===== config.mk =====
export PLATFORM = sky130hd
export DESIGN_NAME = pen_lift_ctrl
export DESIGN_NICKNAME = d
export VERILOG_FILES = /design/src/rtl/pen_lift_ctrl.sv
export SDC_FILE = /design/constraint.sdc
export NUM_CORES = 1
export LEC_CHECK = 0
export BUFFER_PORTS_ARGS = -buffer_cell sky130_fd_sc_hd__clkbuf_2
export CAP_MARGIN = 10
export CORE_MARGIN = 2
export CORE_UTILIZATION = 55
export CTS_CLUSTER_SIZE = 24
export DETAILED_ROUTE_END_ITERATION = 10
export GPL_TIMING_DRIVEN = 1
export PLACE_DENSITY = 0.74
export SETUP_SLACK_MARGIN = 0.5
export SYNTH_ARGS = -nofsm -noshare
export SYNTH_HDL_FRONTEND = slang
export SYNTH_SLANG_ARGS = --single-unit

===== constraint.sdc =====
create_clock -name clk_50 -period 3.8 [get_ports clk_50]
set_input_delay 0.19 -clock clk_50 [delete_from_list [all_inputs] [get_ports clk_50]]
set_output_delay 0.19 -clock clk_50 [all_outputs]
set_load 0.03 [all_outputs]

===== src/rtl/pen_lift_ctrl.sv =====
// Pen lift controller: synchronized, debounced limit switch, move/settle FSM with timeout and fault handling.
// Optional soft-start duty ramp is enabled by defining PEN_SOFTSTART_EN.
module pen_lift_ctrl #(
  parameter logic [15:0] DEBOUNCE_CYCLES = 16'd5000,
  parameter logic [31:0] TIMEOUT_CYCLES  = 32'd25000000,
  parameter logic [15:0] SETTLE_CYCLES   = 16'd50000,
  parameter logic [15:0] DUTY_RUN        = 16'd128,
  parameter logic [15:0] DUTY_START      = 16'd224,
  parameter logic [15:0] RAMP_STEP       = 16'd8,
  parameter logic [15:0] RAMP_PERIOD     = 16'd50000
) (
  input  logic        clk_50,
  input  logic        reset,
  input  logic        cmd_valid,
  input  logic        cmd_pen,
  output logic        cmd_ready,
  input  logic        clear_err,
  input  logic        limit_switch,
  input  logic        fault_n,
  output logic        motor_enable,
  output logic [15:0] motor_duty,
  output logic        motor_set_pen,
  output logic        pen_down,
  output logic        busy,
  output logic        done,
  output logic        err_fault,
  output logic        err_timeout
);

  typedef enum logic [2:0] {ST_IDLE, ST_MOVE, ST_SETTLE, ST_FAULT, ST_TIMEOUT} state_e;

  state_e      state_q, state_d;
  logic        lim_s1_q, lim_s2_q, flt_s1_q, flt_s2_q;
  logic [15:0] deb_cnt_q, deb_cnt_d;
  logic [16:0] deb_cnt_inc;
  logic        pen_down_q, pen_down_d;
  logic [31:0] st_cnt_q, st_cnt_d;
  logic [32:0] st_cnt_inc;
  logic        set_pen_q, set_pen_d;
  logic        done_q, done_d;
  logic        accept;

  // Synchronizers idle high: switch up, no fault.
  always_ff @(posedge clk_50) begin
    if (reset) begin
      lim_s1_q <= 1'b1;
      lim_s2_q <= 1'b1;
      flt_s1_q <= 1'b1;
      flt_s2_q <= 1'b1;
    end else begin
      lim_s1_q <= limit_switch;
      lim_s2_q <= lim_s1_q;
      flt_s1_q <= fault_n;
      flt_s2_q <= flt_s1_q;
    end
  end

  assign deb_cnt_inc = {1'b0, deb_cnt_q} + 17'd1;

  always_comb begin
    pen_down_d = pen_down_q;
    deb_cnt_d  = '0;
    if (!lim_s2_q != pen_down_q) begin
      if (deb_cnt_inc >= {1'b0, DEBOUNCE_CYCLES}) pen_down_d = !lim_s2_q;
      else                                        deb_cnt_d  = deb_cnt_inc[15:0];
    end
  end

  always_ff @(posedge clk_50) begin
    if (reset) begin
      pen_down_q <= 1'b0;
      deb_cnt_q  <= '0;
    end else begin
      pen_down_q <= pen_down_d;
      deb_cnt_q  <= deb_cnt_d;
    end
  end

  assign st_cnt_inc = {1'b0, st_cnt_q} + 33'd1;

  always_ff @(posedge clk_50) begin
    if (reset) begin
      state_q   <= ST_IDLE;
      st_cnt_q  <= '0;
      set_pen_q <= 1'b0;
      done_q    <= 1'b0;
    end else begin
      state_q   <= state_d;
      st_cnt_q  <= st_cnt_d;
      set_pen_q <= set_pen_d;
      done_q    <= done_d;
    end
  end

  // A synchronized fault overrides every other transition, including acceptance.
  always_comb begin
    state_d = state_q;
    accept  = 1'b0;
    if (!flt_s2_q) begin
      state_d = ST_FAULT;
    end else begin
      case (state_q)
        ST_IDLE: begin
          if (cmd_valid) begin
            accept  = 1'b1;
            state_d = (cmd_pen == pen_down_q) ? ST_SETTLE : ST_MOVE;
          end
        end
        ST_MOVE: begin
          if (pen_down_q == set_pen_q)                         state_d = ST_SETTLE;
          else if (st_cnt_inc >= {1'b0, TIMEOUT_CYCLES})       state_d = ST_TIMEOUT;
        end
        ST_SETTLE: begin
          if (st_cnt_inc >= {17'd0, SETTLE_CYCLES})            state_d = ST_IDLE;
        end
        ST_FAULT, ST_TIMEOUT: begin
          if (clear_err) state_d = ST_IDLE;
        end
        default: state_d = ST_IDLE;
      endcase
    end
    set_pen_d = accept ? cmd_pen : set_pen_q;
    done_d    = (state_q == ST_SETTLE) && (state_d == ST_IDLE);
    if (state_d != state_q)   st_cnt_d = '0;
    else if (&st_cnt_q)       st_cnt_d = st_cnt_q;
    else                      st_cnt_d = st_cnt_inc[31:0];
  end

  always_comb begin
    cmd_ready    = (state_q == ST_IDLE) && !reset && flt_s2_q;
    motor_enable = (state_q == ST_MOVE);
    busy         = (state_q != ST_IDLE);
    err_fault    = (state_q == ST_FAULT);
    err_timeout  = (state_q == ST_TIMEOUT);
  end

  assign motor_set_pen = set_pen_q;
  assign pen_down      = pen_down_q;
  assign done          = done_q;

`ifdef PEN_SOFTSTART_EN
  logic [15:0] duty_q, duty_d, ramp_cnt_q, ramp_cnt_d, duty_step;
  logic [16:0] ramp_inc;

  assign ramp_inc = {1'b0, ramp_cnt_q} + 17'd1;

  // Step toward DUTY_RUN from either side without overshooting it.
  always_comb begin
    duty_step = DUTY_RUN;
    if (duty_q > DUTY_RUN) begin
      if (duty_q - DUTY_RUN > RAMP_STEP) duty_step = duty_q - RAMP_STEP;
    end else if (duty_q < DUTY_RUN) begin
      if (DUTY_RUN - duty_q > RAMP_STEP) duty_step = duty_q + RAMP_STEP;
    end
  end

  always_comb begin
    duty_d     = DUTY_RUN;
    ramp_cnt_d = '0;
    if (state_d == ST_MOVE) begin
      if (state_q != ST_MOVE) begin
        duty_d = DUTY_START;
      end else if (ramp_inc >= {1'b0, RAMP_PERIOD}) begin
        duty_d = duty_step;
      end else begin
        duty_d     = duty_q;
        ramp_cnt_d = ramp_inc[15:0];
      end
    end
  end

  always_ff @(posedge clk_50) begin
    if (reset) begin
      duty_q     <= DUTY_RUN;
      ramp_cnt_q <= '0;
    end else begin
      duty_q     <= duty_d;
      ramp_cnt_q <= ramp_cnt_d;
    end
  end

  assign motor_duty = duty_q;
`else
  logic unused_ramp_params;
  assign unused_ramp_params = ^{DUTY_START, RAMP_STEP, RAMP_PERIOD};
  assign motor_duty = DUTY_RUN;
`endif

endmodule


==> metrics.txt <==
# TYPE chip_impl_metric gauge
chip_impl_metric{name="first_global_vias",unit=""} 2847
chip_impl_metric{name="netlist_area",unit="mm^2"} 0.00399
chip_impl_info{name="cp_slowest_cell",value="sky130_fd_sc_hd__nor4_1"} 1
chip_impl_metric{name="yosysSeqAreaShare",unit=""} 0.291
chip_impl_metric{name="filler_cell_count",unit=""} 643
chip_impl_metric{name="power.density_cell_area",unit="mW/mm^2"} 359
chip_impl_metric{name="netSwitchingFraction",unit=""} 0.264
chip_impl_metric{name="multiInputGateArea",unit="mm^2"} 0.00249
chip_impl_metric{name="yosysWarnings",unit=""} 0
chip_impl_info{name="cts-root-buf",value="sky130_fd_sc_hd__clkbuf_8"} 1
chip_impl_metric{name="drt-pass1-iter-count",unit=""} 4
chip_impl_metric{name="synth-edff-count",unit=""} 0
chip_impl_metric{name="cts.hold.buffers_added",unit=""} 0
chip_impl_metric{name="drc",unit=""} 0
chip_impl_metric{name="finish.net_count",unit=""} 481
chip_impl_metric{name="grt_first_pass_wirelength",unit="mm"} 12.8
chip_impl_metric{name="place.gp.congestion",unit=""} 0.873
chip_impl_metric{name="p_leak",unit="nW"} 1.47
chip_impl_metric{name="design.portCount",unit=""} 31
chip_impl_metric{name="total_count_of_hold_check_failures_in_the_final_report",unit=""} 0
chip_impl_metric{name="cp_peak_stage_delay",unit="ps"} 560
chip_impl_metric{name="track_usage",unit=""} 0.205
chip_impl_metric{name="fp.dieH",unit="um"} 89.1
chip_impl_metric{name="peakVddDrop",unit="V"} 0.000232
chip_impl_info{name="crit_type",value="reg2reg"} 1
chip_impl_metric{name="yosysUniqueCellTypes",unit=""} 66
chip_impl_metric{name="dieWidth",unit="um"} 89.1
chip_impl_info{name="synth.area.top_cells",value="sky130_fd_sc_hd__dfxtp_1 (29%), sky130_fd_sc_hd__nor3_2 (8.3%), sky130_fd_sc_hd__xnor2_1 (6.4%), sky130_fd_sc_hd__nor2_1 (5.6%), sky130_fd_sc_hd__buf_4 (4.5%)"} 1
chip_impl_metric{name="worst-endpoint-required",unit="ps"} 4030
chip_impl_metric{name="synth_seq_cells",unit=""} 58
chip_impl_info{name="critPathLaunch",value="st_cnt_q[4]"} 1
chip_impl_metric{name="async_flop_share",unit=""} 0
chip_impl_metric{name="numClockSinks",unit=""} 58
chip_impl_metric{name="final.setup.worst_slack",unit="ps"} 666
chip_impl_metric{name="pwr-share-seq",unit=""} 0.417
chip_impl_metric{name="drt-initial-drc-count",unit=""} 217
chip_impl_metric{name="place.detailed.hpwl",unit="mm"} 5.44
chip_impl_info{name="hp-start",value="fault_n"} 1
chip_impl_info{name="post_synth_most_frequent_cells",value="sky130_fd_sc_hd__nor2_1 (60), sky130_fd_sc_hd__dfxtp_1 (58), sky130_fd_sc_hd__nand2_1 (37), sky130_fd_sc_hd__nor3_2 (33), sky130_fd_sc_hd__xnor2_1 (29)"} 1
chip_impl_info{name="min-delay-path-class",value="in2reg"} 1
chip_impl_info{name="cp_common_cell",value="sky130_fd_sc_hd__nor4_1"} 1
chip_impl_metric{name="wl_per_cell",unit="um"} 13.4
chip_impl_metric{name="routed-via-count",unit=""} 3179
chip_impl_info{name="cts_tree",value="built"} 1
chip_impl_info{name="synth_top_flop_cell",value="sky130_fd_sc_hd__dfxtp_1"} 1
chip_impl_metric{name="grt_antenna_before_repair",unit=""} 0
chip_impl_metric{name="die_area",unit="mm^2"} 0.00795
chip_impl_metric{name="start_util",unit=""} 0.559
chip_impl_metric{name="period_needed",unit="ps"} 3130
chip_impl_metric{name="final_min_period_over_clock_period",unit=""} 0.825
chip_impl_metric{name="layout-area-overhead-vs-synth",unit="%"} 5.90
chip_impl_metric{name="design.core.area",unit="mm^2"} 0.00714
chip_impl_metric{name="synth.top_cell.area_share",unit=""} 0.291
chip_impl_info{name="yosysMostFrequentCell",value="sky130_fd_sc_hd__nor2_1"} 1
chip_impl_metric{name="grt_max_degree",unit=""} 33
chip_impl_metric{name="power.clock.fraction",unit=""} 0.447
chip_impl_info{name="timing.critical_path.cells",value="and4_1 -> nand4_4 -> nor4_1 -> mux2i_1 -> nand4_2 -> nor4_1 -> and4bb_2"} 1
chip_impl_metric{name="fmax",unit="MHz"} 319
chip_impl_metric{name="insertedDiodeCount",unit=""} 0
chip_impl_metric{name="avgSynthCellArea",unit="um^2"} 8.50
chip_impl_metric{name="ctsHtreeMaxLevel",unit=""} 3
chip_impl_info{name="result_of_the_run",value="finished, final reports clean"} 1
chip_impl_metric{name="placement.io_buffers",unit=""} 14
chip_impl_metric{name="clock_skew",unit="ps"} 7.42
chip_impl_info{name="timing.rr.start",value="st_cnt_q[4]"} 1
chip_impl_metric{name="post_drt_via_cell_ratio",unit=""} 5.53
chip_impl_metric{name="synthesis.instances",unit=""} 469
chip_impl_metric{name="overflow",unit=""} 0
chip_impl_metric{name="timing.slew.headroom",unit=""} 0.422
chip_impl_metric{name="final_max_slew_viol_count",unit=""} 0
chip_impl_metric{name="placementRows",unit=""} 31
chip_impl_metric{name="drv_cap",unit=""} 0
chip_impl_metric{name="final_layout_size_suffix_gt1_frac",unit=""} 0.197
chip_impl_info{name="crit_path_end_kind",value="register"} 1
chip_impl_metric{name="postRouteAntennaNets",unit=""} 0
chip_impl_metric{name="numCtsBuffers",unit=""} 9
chip_impl_metric{name="setup-tns-final",unit="ps"} 0
chip_impl_metric{name="clkTransAtPathRegs",unit="ps"} 70
chip_impl_metric{name="internal_power",unit="mW"} 1.11
chip_impl_metric{name="finalSetupViolCount",unit=""} 0
chip_impl_info{name="grt_setup_unrepaired",value="false"} 1
chip_impl_metric{name="dp_slack",unit="ps"} 466
chip_impl_metric{name="tightestPinTransition",unit="ps"} 846
chip_impl_metric{name="worst-endpoint-arrival",unit="ps"} 3360
chip_impl_metric{name="seqCellArea",unit="mm^2"} 0.00116
chip_impl_metric{name="routed_wl",unit="mm"} 7.69
chip_impl_info{name="critical_path.startpoint_type",value="register"} 1
chip_impl_info{name="synth.largest_area_cell",value="sky130_fd_sc_hd__dfxtp_1"} 1
chip_impl_metric{name="clk_path_buf_depth",unit=""} 2
chip_impl_metric{name="timing.critical_path.fanout_max",unit=""} 14
chip_impl_metric{name="clk_latency",unit="ps"} 330
chip_impl_metric{name="power.net_switching",unit="mW"} 0.400
chip_impl_metric{name="share_comb_of_total_power",unit=""} 0.136
final timing paths:
check                   to  slack (ps)  depth (start not counted)
setup / recovery      done         670                          7
hold / removal    flt_s1_q          30                          2
setup reg to reg      done         670                          7
hold reg to reg   lim_s2_q         420                          1
sequential cells by signal, indices dropped and copies added, names as in the netlist:
name / cells
st_cnt_q: 32
deb_cnt_q: 16
state_q: 3
done: 1
flt_s1_q: 1
flt_s2_q: 1
lim_s1_q: 1
lim_s2_q: 1
motor_set_pen: 1
pen_down: 1
metal layers:
layer  share of wire  GRT usage
met4           0.015     0.0787
met3           0.033     0.0480
met5               0          0
met1            0.48      0.266
met2            0.48      0.331
critical path: cells and delay by family, from the launching register on:
kind	cells	cell delay [ps]
DFF	1	480
and+or+nand+nor	6	2200
muxes	1	350
kinds of logic (layout without fill, tap and decap cells):
kind of cell / Yosys count / after routing / share of synthesized area
mux: 8 / 8 / 0.0201
compound gates: 50 / 50 / 0.105
simple gates: 245 / 245 / 0.370
buf+inv: 58 / 48 / 0.104
fa+ha+maj: 3 / 3 / 0.00941
other cells: 2 / 19 / 0.00188
xor+xnor: 45 / 45 / 0.0988
flops: 58 / 58 / 0.291
repair_timing:
item                       in CTS  in global routing
resized for setup               0                  5
setup buffers                   1                  0
gates cloned                    0                  0
setup endpoints to repair      20                 33
pin swaps                       1                  0
power by group through the flow:
| stage | Combinational [mW] | Sequential [mW] | Clock, mW |
|---|---|---|---|
| 5_1_grt | 0.222 | 0.634 | 0.719 |
| 4_1_cts | 0.206 | 0.632 | 0.692 |
| 2_1_floorplan | 0.179 | 0.646 | 0 |
| 3_5_place_dp | 0.196 | 0.645 | 0 |
| 3_3_place_gp | 0.190 | 0.644 | 0 |
| 6_report | 0.206 | 0.632 | 0.677 |
cells in the final DEF, fill, tap and decap left out, types with 4 or more instances in the layout:
cell / n
sky130_fd_sc_hd__nor3b_1: 4
sky130_fd_sc_hd__xor2_1: 16
sky130_fd_sc_hd__and3_1: 5
sky130_fd_sc_hd__nand4_1: 10
sky130_fd_sc_hd__nand2_1: 37
sky130_fd_sc_hd__nor3_1: 22
sky130_fd_sc_hd__nor4_1: 11
sky130_fd_sc_hd__nor2_1: 60
sky130_fd_sc_hd__mux2i_1: 8
sky130_fd_sc_hd__conb_1: 19
sky130_fd_sc_hd__inv_1: 12
sky130_fd_sc_hd__buf_12: 4
sky130_fd_sc_hd__nand3_1: 20
sky130_fd_sc_hd__clkbuf_2: 14
sky130_fd_sc_hd__or2_2: 5
sky130_fd_sc_hd__nor2b_1: 8
sky130_fd_sc_hd__o21ai_0: 7
sky130_fd_sc_hd__nor3_2: 34
sky130_fd_sc_hd__clkbuf_8: 9
sky130_fd_sc_hd__a211oi_1: 6
sky130_fd_sc_hd__and4_1: 5
sky130_fd_sc_hd__dfxtp_1: 55
sky130_fd_sc_hd__xnor2_1: 29
metrics by stage:
stage / std cells / utilization / instance area (um^2) / hold WS (ps) / total power [mW]
CTS: 575 / 0.590 / 4210 / 20.8 / 1.53
finish: 575 / 0.592 / 4220 / 33.1 / 1.51
global placement: 558 / 0.555 / 3960 / 373 / 0.834
detailed placement: 558 / 0.555 / 3960 / 376 / 0.841
floorplan: 486 / - / 4050 / 294 / 0.825
global route: 575 / 0.592 / 4220 / 14.3 / 1.58
final cells by class:
class / instances / share of cell area
multi-input combinational: 370 / 0.590
timing repair buffer: 20 / 0.0391
clock buffer: 10 / 0.0302
tap: 99 / 0.0293
clock inverter: 6 / 0.0249
sequential: 58 / 0.276
inverter: 12 / 0.0107
No activity file was read; power rests on OpenSTA's default activity.
